`src/rtl/bus_pkg.sv`:
```
// Shared definitions for the datapath bus receiver: bus width, default
// FIFO depth and the capture FSM state encoding.
package bus_pkg;

  localparam int BUS_WIDTH     = 8;
  localparam int DEFAULT_DEPTH = 4;

  typedef enum logic [1:0] {
    IDLE     = 2'd0,
    SETTLE   = 2'd1,
    CAPTURE  = 2'd2,
    WAIT_REL = 2'd3
  } rx_state_t;

endpackage

```
`src/rtl/bus_rx_fifo.sv`:
```
// Synchronous FIFO holding captured bus words. DEPTH must be a power of
// two (>= 2) so the pointers wrap naturally modulo DEPTH. A push while
// full is accepted only if a pop happens in the same cycle. The head word
// reads as zero while empty so the output is clean after reset.
module bus_rx_fifo #(
  parameter int WIDTH = 8,
  parameter int DEPTH = 4
) (
  input  logic                   clk,
  input  logic                   rst,
  input  logic                   push,
  input  logic                   pop,
  input  logic [WIDTH-1:0]       wdata,
  output logic [WIDTH-1:0]       rdata,
  output logic [$clog2(DEPTH):0] level,
  output logic                   full,
  output logic                   empty
);

  localparam int PW = $clog2(DEPTH);
  localparam int LW = PW + 1;

  logic [WIDTH-1:0] mem [DEPTH];
  logic [PW-1:0]    wr_ptr;
  logic [PW-1:0]    rd_ptr;
  logic [LW-1:0]    count;
  logic             push_ok;
  logic             pop_ok;

  assign empty   = (count == '0);
  assign full    = (count == LW'(DEPTH));
  assign pop_ok  = pop && !empty;
  // A simultaneous pop frees the slot the push needs.
  assign push_ok = push && (!full || pop_ok);

  // Pointer and occupancy bookkeeping (control only, reset asynchronously).
  always_ff @(posedge clk or posedge rst) begin
    if (rst) begin
      wr_ptr <= '0;
      rd_ptr <= '0;
      count  <= '0;
    end else begin
      if (push_ok) wr_ptr <= wr_ptr + 1'b1;
      if (pop_ok)  rd_ptr <= rd_ptr + 1'b1;
      case ({push_ok, pop_ok})
        2'b10:   count <= count + 1'b1;
        2'b01:   count <= count - 1'b1;
        default: count <= count;
      endcase
    end
  end

  // Storage array; data is not reset.
  always_ff @(posedge clk) begin
    if (push_ok) mem[wr_ptr] <= wdata;
  end

  assign rdata = empty ? '0 : mem[rd_ptr];
  assign level = count;

endmodule

```
`src/rtl/bus_capture_rx.sv`:
```
// Receiver for the shared tristate datapath bus. A capture request waits
// one settle cycle for bus turnaround, samples the bus into a FIFO, pulses
// cap_ack, then holds until the request is released so each request gives
// exactly one capture. Captured words go downstream on valid/ready.
// Optional build macro: BUS_CAPTURE_PARITY_EN adds bus_par/par_err.
module bus_capture_rx
  import bus_pkg::*;
#(
  parameter int WIDTH = BUS_WIDTH,
  parameter int DEPTH = DEFAULT_DEPTH
) (
  input  logic                   clk,
  input  logic                   rst,
  input  logic [WIDTH-1:0]       bus,
  input  logic                   cap_req,
  output logic                   cap_ack,
  output logic [WIDTH-1:0]       out_data,
  output logic                   out_valid,
  input  logic                   out_ready,
  output logic                   full,
  output logic                   overflow,
  output logic [$clog2(DEPTH):0] level
`ifdef BUS_CAPTURE_PARITY_EN
  ,
  input  logic                   bus_par,
  output logic                   par_err
`endif
);

  rx_state_t state;
  rx_state_t next_state;
  logic      cap_fire;
  logic      pop;
  logic      fifo_full;
  logic      fifo_empty;

  // Capture FSM state register.
  always_ff @(posedge clk or posedge rst) begin
    if (rst) state <= IDLE;
    else     state <= next_state;
  end

  // Next-state logic; cap_fire marks the single sampling cycle.
  always_comb begin
    next_state = state;
    cap_fire   = 1'b0;
    case (state)
      IDLE:     if (cap_req) next_state = SETTLE;
      SETTLE:   next_state = CAPTURE;
      CAPTURE: begin
        cap_fire   = 1'b1;
        next_state = WAIT_REL;
      end
      WAIT_REL: if (!cap_req) next_state = IDLE;
      default:  next_state = IDLE;
    endcase
  end

  assign cap_ack   = cap_fire;
  assign out_valid = !fifo_empty;
  assign pop       = out_valid && out_ready;
  assign full      = fifo_full;

  bus_rx_fifo #(
    .WIDTH (WIDTH),
    .DEPTH (DEPTH)
  ) u_fifo (
    .clk   (clk),
    .rst   (rst),
    .push  (cap_fire),
    .pop   (pop),
    .wdata (bus),
    .rdata (out_data),
    .level (level),
    .full  (fifo_full),
    .empty (fifo_empty)
  );

  // Sticky overflow: a capture found the FIFO full with no pop to make room.
  always_ff @(posedge clk or posedge rst) begin
    if (rst)                                overflow <= 1'b0;
    else if (cap_fire && fifo_full && !pop) overflow <= 1'b1;
  end

`ifdef BUS_CAPTURE_PARITY_EN
  // Sticky parity error: even parity of the sampled word disagrees with bus_par.
  always_ff @(posedge clk or posedge rst) begin
    if (rst)                                par_err <= 1'b0;
    else if (cap_fire && ((^bus) != bus_par)) par_err <= 1'b1;
  end
`endif

endmodule

```
`config.mk`:
```
export PLATFORM = sky130hd
export DESIGN_NAME = bus_capture_rx
export DESIGN_NICKNAME = d
export VERILOG_FILES = /design/src/rtl/bus_pkg.sv /design/src/rtl/bus_rx_fifo.sv /design/src/rtl/bus_capture_rx.sv
export SDC_FILE = /design/constraint.sdc
export NUM_CORES = 1
export LEC_CHECK = 0
export ABC_AREA = 1
export CAP_MARGIN = 20
export CORE_ASPECT_RATIO = 0.8
export CORE_MARGIN = 2
export CORE_UTILIZATION = 54
export DETAILED_ROUTE_END_ITERATION = 12
export PLACE_DENSITY = 0.79
export SYNTH_ARGS = -nofsm -noshare
export SYNTH_HDL_FRONTEND = slang
export SYNTH_HIERARCHICAL = 1
export SYNTH_SLANG_ARGS = --single-unit
```
`constraint.sdc`:
```
create_clock -name clk -period 2.3 [get_ports clk]
set_clock_uncertainty 0.1 [all_clocks]
set_input_delay 0.575 -clock clk [delete_from_list [all_inputs] [get_ports clk]]
set_output_delay 0.575 -clock clk [all_outputs]
set_load 0.005 [all_outputs]
```
==> results.json, run 1 <==
{
  "grt_start_max_net_pins": 13,
  "synth.distinct_cells": 23,
  "grt_pass1_vias": 1444,
  "tightest_slew_ns": 0.757,
  "grt_first_pass_wirelength_mm": 6.51,
  "timing.final.crit_period_ns": 2.22,
  "cp_top_family": "buffers and inverters",
  "antenna_found_initial": 0,
  "core-area_um2": 3450,
  "netlist_instances": 181,
  "syn_to_final_growth_pct": 24.7,
  "viasPerCell": 5.11,
  "layout.nets": 245,
  "cts_buffer_depth": 2,
  "wl_per_cell_um": 13.9,
  "layout_commonest_cell": "nor2_1",
  "r2r_slack_ns": 0.20,
  "ant_nets": 0,
  "endpoint_kind": "primary output",
  "grt_usage_pct": 21.2,
  "first_pass_iters": 4,
  "initial_core_util_pct": 56.3,
  "reg2reg_from": "u_fifo/level[0]",
  "critPathKind": "reg -> out",
  "grt_setup_unrepaired": "no",
  "drv_slew": 0,
  "fin_tns_setup_ns": 0,
  "final_util_pct": 70.2,
  "cp-start-kind": "register",
  "setup_viol": 0,
  "port_buffers": 26,
  "synth_seq_area_share_pct": 62.4,
  "holdBufCountCts": 0,
  "syn_area_per_cell_um2": 10.7,
  "post-route-period-util_pct": 96.5,
  "gr-total-overflow": 0,
  "path_cells": "nor2_4 > nand2_2 > inv_1 > clkdlybuf4s50_1",
  "syn-num-nets": 202,
  "ys_seq_elements": 42,
  "powerDensity_nw_per_um2": 1310,
  "vias": 1365,
  "cts_root_buf": "clkbuf_8",
  "die_w_um": 71.0,
  "worstSkewPairLatency_ns": 0.27,
  "crit_buf_inv": 2,
  "clk_pin_slew_ns": 0.07,
  "max_freq_mhz": 451,
  "drcViolationCount": 0,
  "h-tree-depth": 2,
  "dp_hpwl_mm": 2.92,
  "crit_required_ns": 1.62,
  "cap_violations": 0,
  "path_max_fanout": 4,
  "insertedDiodeCount": 0,
  "cellLeakagePower_nw": 1.00,
  "crit_path_max_incr_delay_ns": 0.50,
  "rows": 19,
  "hp-class": "in -> async",
  "io_pins": 27,
  "post_route_cells_drive_above_1_share_pct": 16.0,
  "cts_buffers": 5,
  "status": "finished clean",
  "r2r_cells": 13,
  "yosysWarnings": 6,
  "syn-cell-area_um2": 1940,
  "wirelength_mm": 3.70,
  "die_h_um": 57.6,
  "cts_tree": "done",
  "die-area_um2": 4090,
  "slew_headroom_pct": 49.4,
  "ir_worst_vdd_mv": 0.681,
  "hold_violations": 0,
  "cp.arrival_ns": 1.54,
  "first_iter_violations": 56,
  "routabilityCongestion": 0.780,
  "layout_common_cells": "38 x nor2_1, 32 x edfxtp_1, 21 x inv_1",
  "cts_sinks": 42,
  "slowest_stage": "clkdlybuf4s50_1",
  "worstReg2RegEnd": "u_fifo/level[2]"
}
per-stage QoR:
| stage | power (W) | std cells | worst slack [ns] | hold slack [ns] | cell area [um2] |
|---|---|---|---|---|---|
| 6_report | 0.00317 | 267 | 0.0806 | 0.393 | 2420 |
| 5_1_grt | 0.00345 | 267 | 0.00581 | 0.394 | 2420 |
| 4_1_cts | 0.00318 | 268 | 0.0336 | 0.390 | 2420 |
| 3_5_place_dp | 0.00277 | 257 | -0.0626 | 0.391 | 2310 |
| 3_3_place_gp | 0.00268 | 257 | -0.0107 | 0.372 | 2310 |
| 2_1_floorplan | 0.00206 | 181 | 0.345 | 0.229 | 1940 |
cells in the mapped netlist:
library cell,instances,area [um2]
fa_1,1,20.0
nor2_2,1,6.26
o21bai_1,1,7.51
o21ai_4,1,16.3
inv_1,23,86.3
o21ai_0,6,30.0
nand3_2,1,10.0
ha_1,8,100
nand3_1,6,30.0
nor2_4,1,11.3
buf_4,2,15.0
edfxtp_1,32,961
nand3b_2,1,11.3
xor2_1,2,17.5
inv_2,3,11.3
nand2_1,15,56.3
dfrtp_1,10,250
nand2_2,6,37.5
o21ai_1,11,55.1
buf_2,1,5.00
buf_6,1,11.3
nor2_1,38,143
a21oi_1,10,50.1
cells by family after synthesis:
group / after synthesis / synth area share, %
buffers and inverters: 30 / 6.64
adders and majority gates: 9 / 6.19
xor gates and xnor gates: 2 / 0.902
and+or+nand+nor: 69 / 15.7
AOI/OAI and AO/OA: 29 / 8.18
DFF: 42 / 62.4
how the worst max path moves through the flow:
stage | startpoint | to | slack, ns | cells past startpoint
6_report | u_fifo/level[0] | full | 0.08 | 4
5_1_grt | u_fifo/rd_ptr[0] | out_data[6] | 0.006 | 6
4_1_cts | u_fifo/rd_ptr[0] | out_data[2] | 0.03 | 7
3_5_place_dp | out_ready | u_fifo/level[2] | -0.06 | 10
3_3_place_gp | out_ready | u_fifo/level[1] | -0.01 | 9
2_1_floorplan | u_fifo/level[0] | u_fifo/level[1] | 0.35 | 11
area by class of cell:
cell class | instances | area [um2]
sequential | 42 | 1210
fill | 246 | 1030
multi-input combinational | 109 | 614
timing repair buffer | 40 | 362
inverter | 26 | 101
clock buffer | 7 | 76.3
tap | 42 | 52.6
clock inverter | 1 | 3.75
repair_timing:
action                                  in CTS  in global routing
setup buffers                                3                  0
gates resized for setup                     11                  7
pin swaps                                    1                  4
endpoints found under the hold margin        0                  0
endpoints found under the setup margin      10                  8
registers in the layout (all words and copies together) (netlist names):
register	count
u_fifo/mem	32
u_fifo/level	3
state	2
u_fifo/rd_ptr	2
u_fifo/wr_ptr	2
overflow	1
where the power goes:
part / leakage, nW / internal [W] / switching (W)
logic: 0.559 / 0.000751 / 0.000864
clock network: 0.0399 / 0.000211 / 0.000212
registers: 0.405 / 0.00102 / 0.000113
total: 1.00 / 0.00198 / 0.00119
metal layers:
layer	vias up	track usage [%]	wire (um)
met5	-	0	0
met2	29	37.5	1920
met4	0	8.36	29
li1	675	-	-
met1	657	25.9	1630
met3	4	4.35	124
Note: power is estimated with default switching activity, not from simulation.
==> run 2, diff against run 1 <==
--- a/config.mk
+++ b/config.mk
@@ -8,10 +8,10 @@
 export ABC_AREA = 1
 export CAP_MARGIN = 20
 export CORE_ASPECT_RATIO = 0.8
-export CORE_MARGIN = 2
 export CORE_UTILIZATION = 54
 export DETAILED_ROUTE_END_ITERATION = 12
-export PLACE_DENSITY = 0.79
+export PLACE_DENSITY = 0.75
+export SKIP_CTS_REPAIR_TIMING = 1
 export SYNTH_ARGS = -nofsm -noshare
 export SYNTH_HDL_FRONTEND = slang
 export SYNTH_HIERARCHICAL = 1
==> run 2 against run 1 <==
Net effect:
- the flow now finishes with violations (negative setup slack)
- sequential power rose by 4%
- cell area up 2.6%
- largest cell class unchanged
- combinational power increased by 9%
- fmax fell by 9.2%
- clock power is 4% higher
- utilization grew 2.4 points
- critical endpoint is now out_data[0]
- total power is 5.8% higher
- global-route usage rose by 0.52 points
- flip-flop and latch count unchanged
- critical path depth increased by 2
==> results.json, run 2 (synthesis gave the netlist of run 1 again) <==
{
  "status": "finished, violations left",
  "failed_checks": "negative setup slack",
  "grt_setup_unrepaired": "yes",
  "ant_nets": 0,
  "setup_viol": 3,
  "ir_worst_vdd_mv": 0.881,
  "preCtsSetupSlack_ns": -0.154,
  "drv_slew": 0,
  "cellLeakagePower_nw": 1.07,
  "crit_required_ns": 1.62,
  "layout.nets": 244,
  "cts_sinks": 42,
  "cts_tree": "done",
  "placed_cells": 252,
  "switching_power_w": 0.00130,
  "io_pins": 27,
  "cp-start-kind": "register",
  "hold_violations": 0,
  "initial_core_util_pct": 56.7,
  "wirelength_mm": 4.04,
  "worstSkewPairLatency_ns": 0.28,
  "combPwrFrac_pct": 52.1,
  "hold_slack_ns": 0.373,
  "cts_buffer_depth": 2,
  "port_buffers": 26,
  "viasPerCell": 5.18,
  "timing.final.crit_period_ns": 2.45,
  "r2r_cells": 8,
  "grt_first_pass_wirelength_mm": 6.22,
  "power.share.sequential_pct": 34.8,
  "placed_area_um2": 2280,
  "layout_commonest_cell": "nor2_1",
  "gr-total-overflow": 0,
  "slew_headroom_pct": 43.4,
  "hp-class": "in -> async",
  "die_w_um": 69.0,
  "cp.arrival_ns": 1.77,
  "first_pass_iters": 4,
  "path_max_fanout": 6,
  "endpoint_kind": "primary output",
  "power.share.clock_pct": 13.1,
  "rows": 19,
  "largest_register_ff_count": 32,
  "first_iter_violations": 134,
  "cts_root_buf": "clkbuf_8",
  "switching_share_pct": 38.7,
  "post-route-period-util_pct": 106,
  "grt_start_max_net_pins": 18,
  "core-area_um2": 3420,
  "die-area_um2": 3840,
  "fin_ws_ns": -0.146,
  "layout_common_cells": "37 x nor2_1, 32 x edfxtp_1, 19 x inv_1, 19 x clkdlybuf4s50_1, 15 x nand2_1",
  "wl_per_cell_um": 15.2,
  "h-tree-depth": 2,
  "dp_hpwl_mm": 2.75,
  "r2r_slack_ns": 0.11,
  "reg2reg_from": "u_fifo/level[1]",
  "critPathKind": "reg -> out",
  "regMostFlops": "u_fifo/mem",
  "post_route_cells_drive_above_1_share_pct": 21.4,
  "tightest_slew_ns": 0.846,
  "drcViolationCount": 0,
  "antenna_found_initial": 0,
  "cts_buffers": 5,
  "worstReg2RegEnd": "u_fifo/mem[1][7]",
  "clk_pin_slew_ns": 0.08,
  "insertedDiodeCount": 0,
  "max_freq_mhz": 409,
  "routabilityCongestion": 0.734,
  "grt_pass1_vias": 1322,
  "cap_violations": 0,
  "syn_to_final_growth_pct": 28.0,
  "p_int_w": 0.00206,
  "die_h_um": 55.6,
  "final_area_um2": 2480,
  "grt_usage_pct": 21.7,
  "powerDensity_nw_per_um2": 1350,
  "vias": 1377,
  "fin_cells": 266
}
run 2: changes by cell type in the layout (fill, tap and decap cells not counted), moves of 2 or more:
cell / change
buf_4: -4
dfrtp_1: -4
nand2_4: +2
a21oi_1: -6
nand2_2: -2
dlymetal6s2s_1: +7
dfrtp_2: +4
a21oi_2: +6
inv_1: -2
clkdlybuf4s15_1: -5
buf_6: +2
dlygate4sd2_1: -3
run 2: worst max path at each step:
stage                            end             start  cells after the start
floorplan            u_fifo/level[1]   u_fifo/level[0]                     11
global placement    u_fifo/mem[3][3]         out_ready                      5
detailed placement  u_fifo/mem[3][3]         out_ready                      5
CTS                      out_data[6]  u_fifo/rd_ptr[1]                      5
global route             out_data[0]  u_fifo/rd_ptr[0]                      6
finish                   out_data[0]  u_fifo/rd_ptr[0]                      6
run 2: critical path, stage by stage, from the launching register on:
cell and delay [ns]:
dfrtp_2 0.45, buf_4 0.17, nor2_1 0.06, nor2_1 0.08
o21ai_1 0.06, a21oi_1 0.14, clkdlybuf4s50_1 0.52
run 2: cell type report:
type	count	area (um2)
Clock buffer	8	80.1
Fill cell	228	938
Inverter	26	104
Multi-Input combinational cell	109	649
Sequential cell	42	1220
Tap cell	42	52.6
Timing Repair Buffer	38	375
Timing Repair inverter	1	7.51
run 2: per-stage QoR:
step	TNS (ns)	util (%)	power (W)
after detailed placement	-3.01	66.5	0.00272
final	-0.426	72.6	0.00336
after global placement	-2.03	66.5	0.00262
after CTS	-2.00	68.8	0.00317
after floorplan	0	-	0.00206
after global routing	-0.750	72.6	0.00360
run 2: layer usage:
| metal | global-route usage (%) | wire length, um |
|---|---|---|
| met2 | 33.3 | 2050 |
| met1 | 29.3 | 1740 |
| met3 | 7.25 | 197 |
| met5 | 0 | 0 |
| met4 | 7.58 | 53 |
run 2: power groups by stage:
| stage | registers, W | logic, W | clock network (W) |
|---|---|---|---|
| 2_1_floorplan | 0.00111 | 0.000944 | 0 |
| 5_1_grt | 0.00119 | 0.00192 | 0.000500 |
| 3_5_place_dp | 0.00115 | 0.00157 | 0 |
| 4_1_cts | 0.00114 | 0.00158 | 0.000457 |
| 3_3_place_gp | 0.00114 | 0.00148 | 0 |
| 6_report | 0.00117 | 0.00175 | 0.000441 |
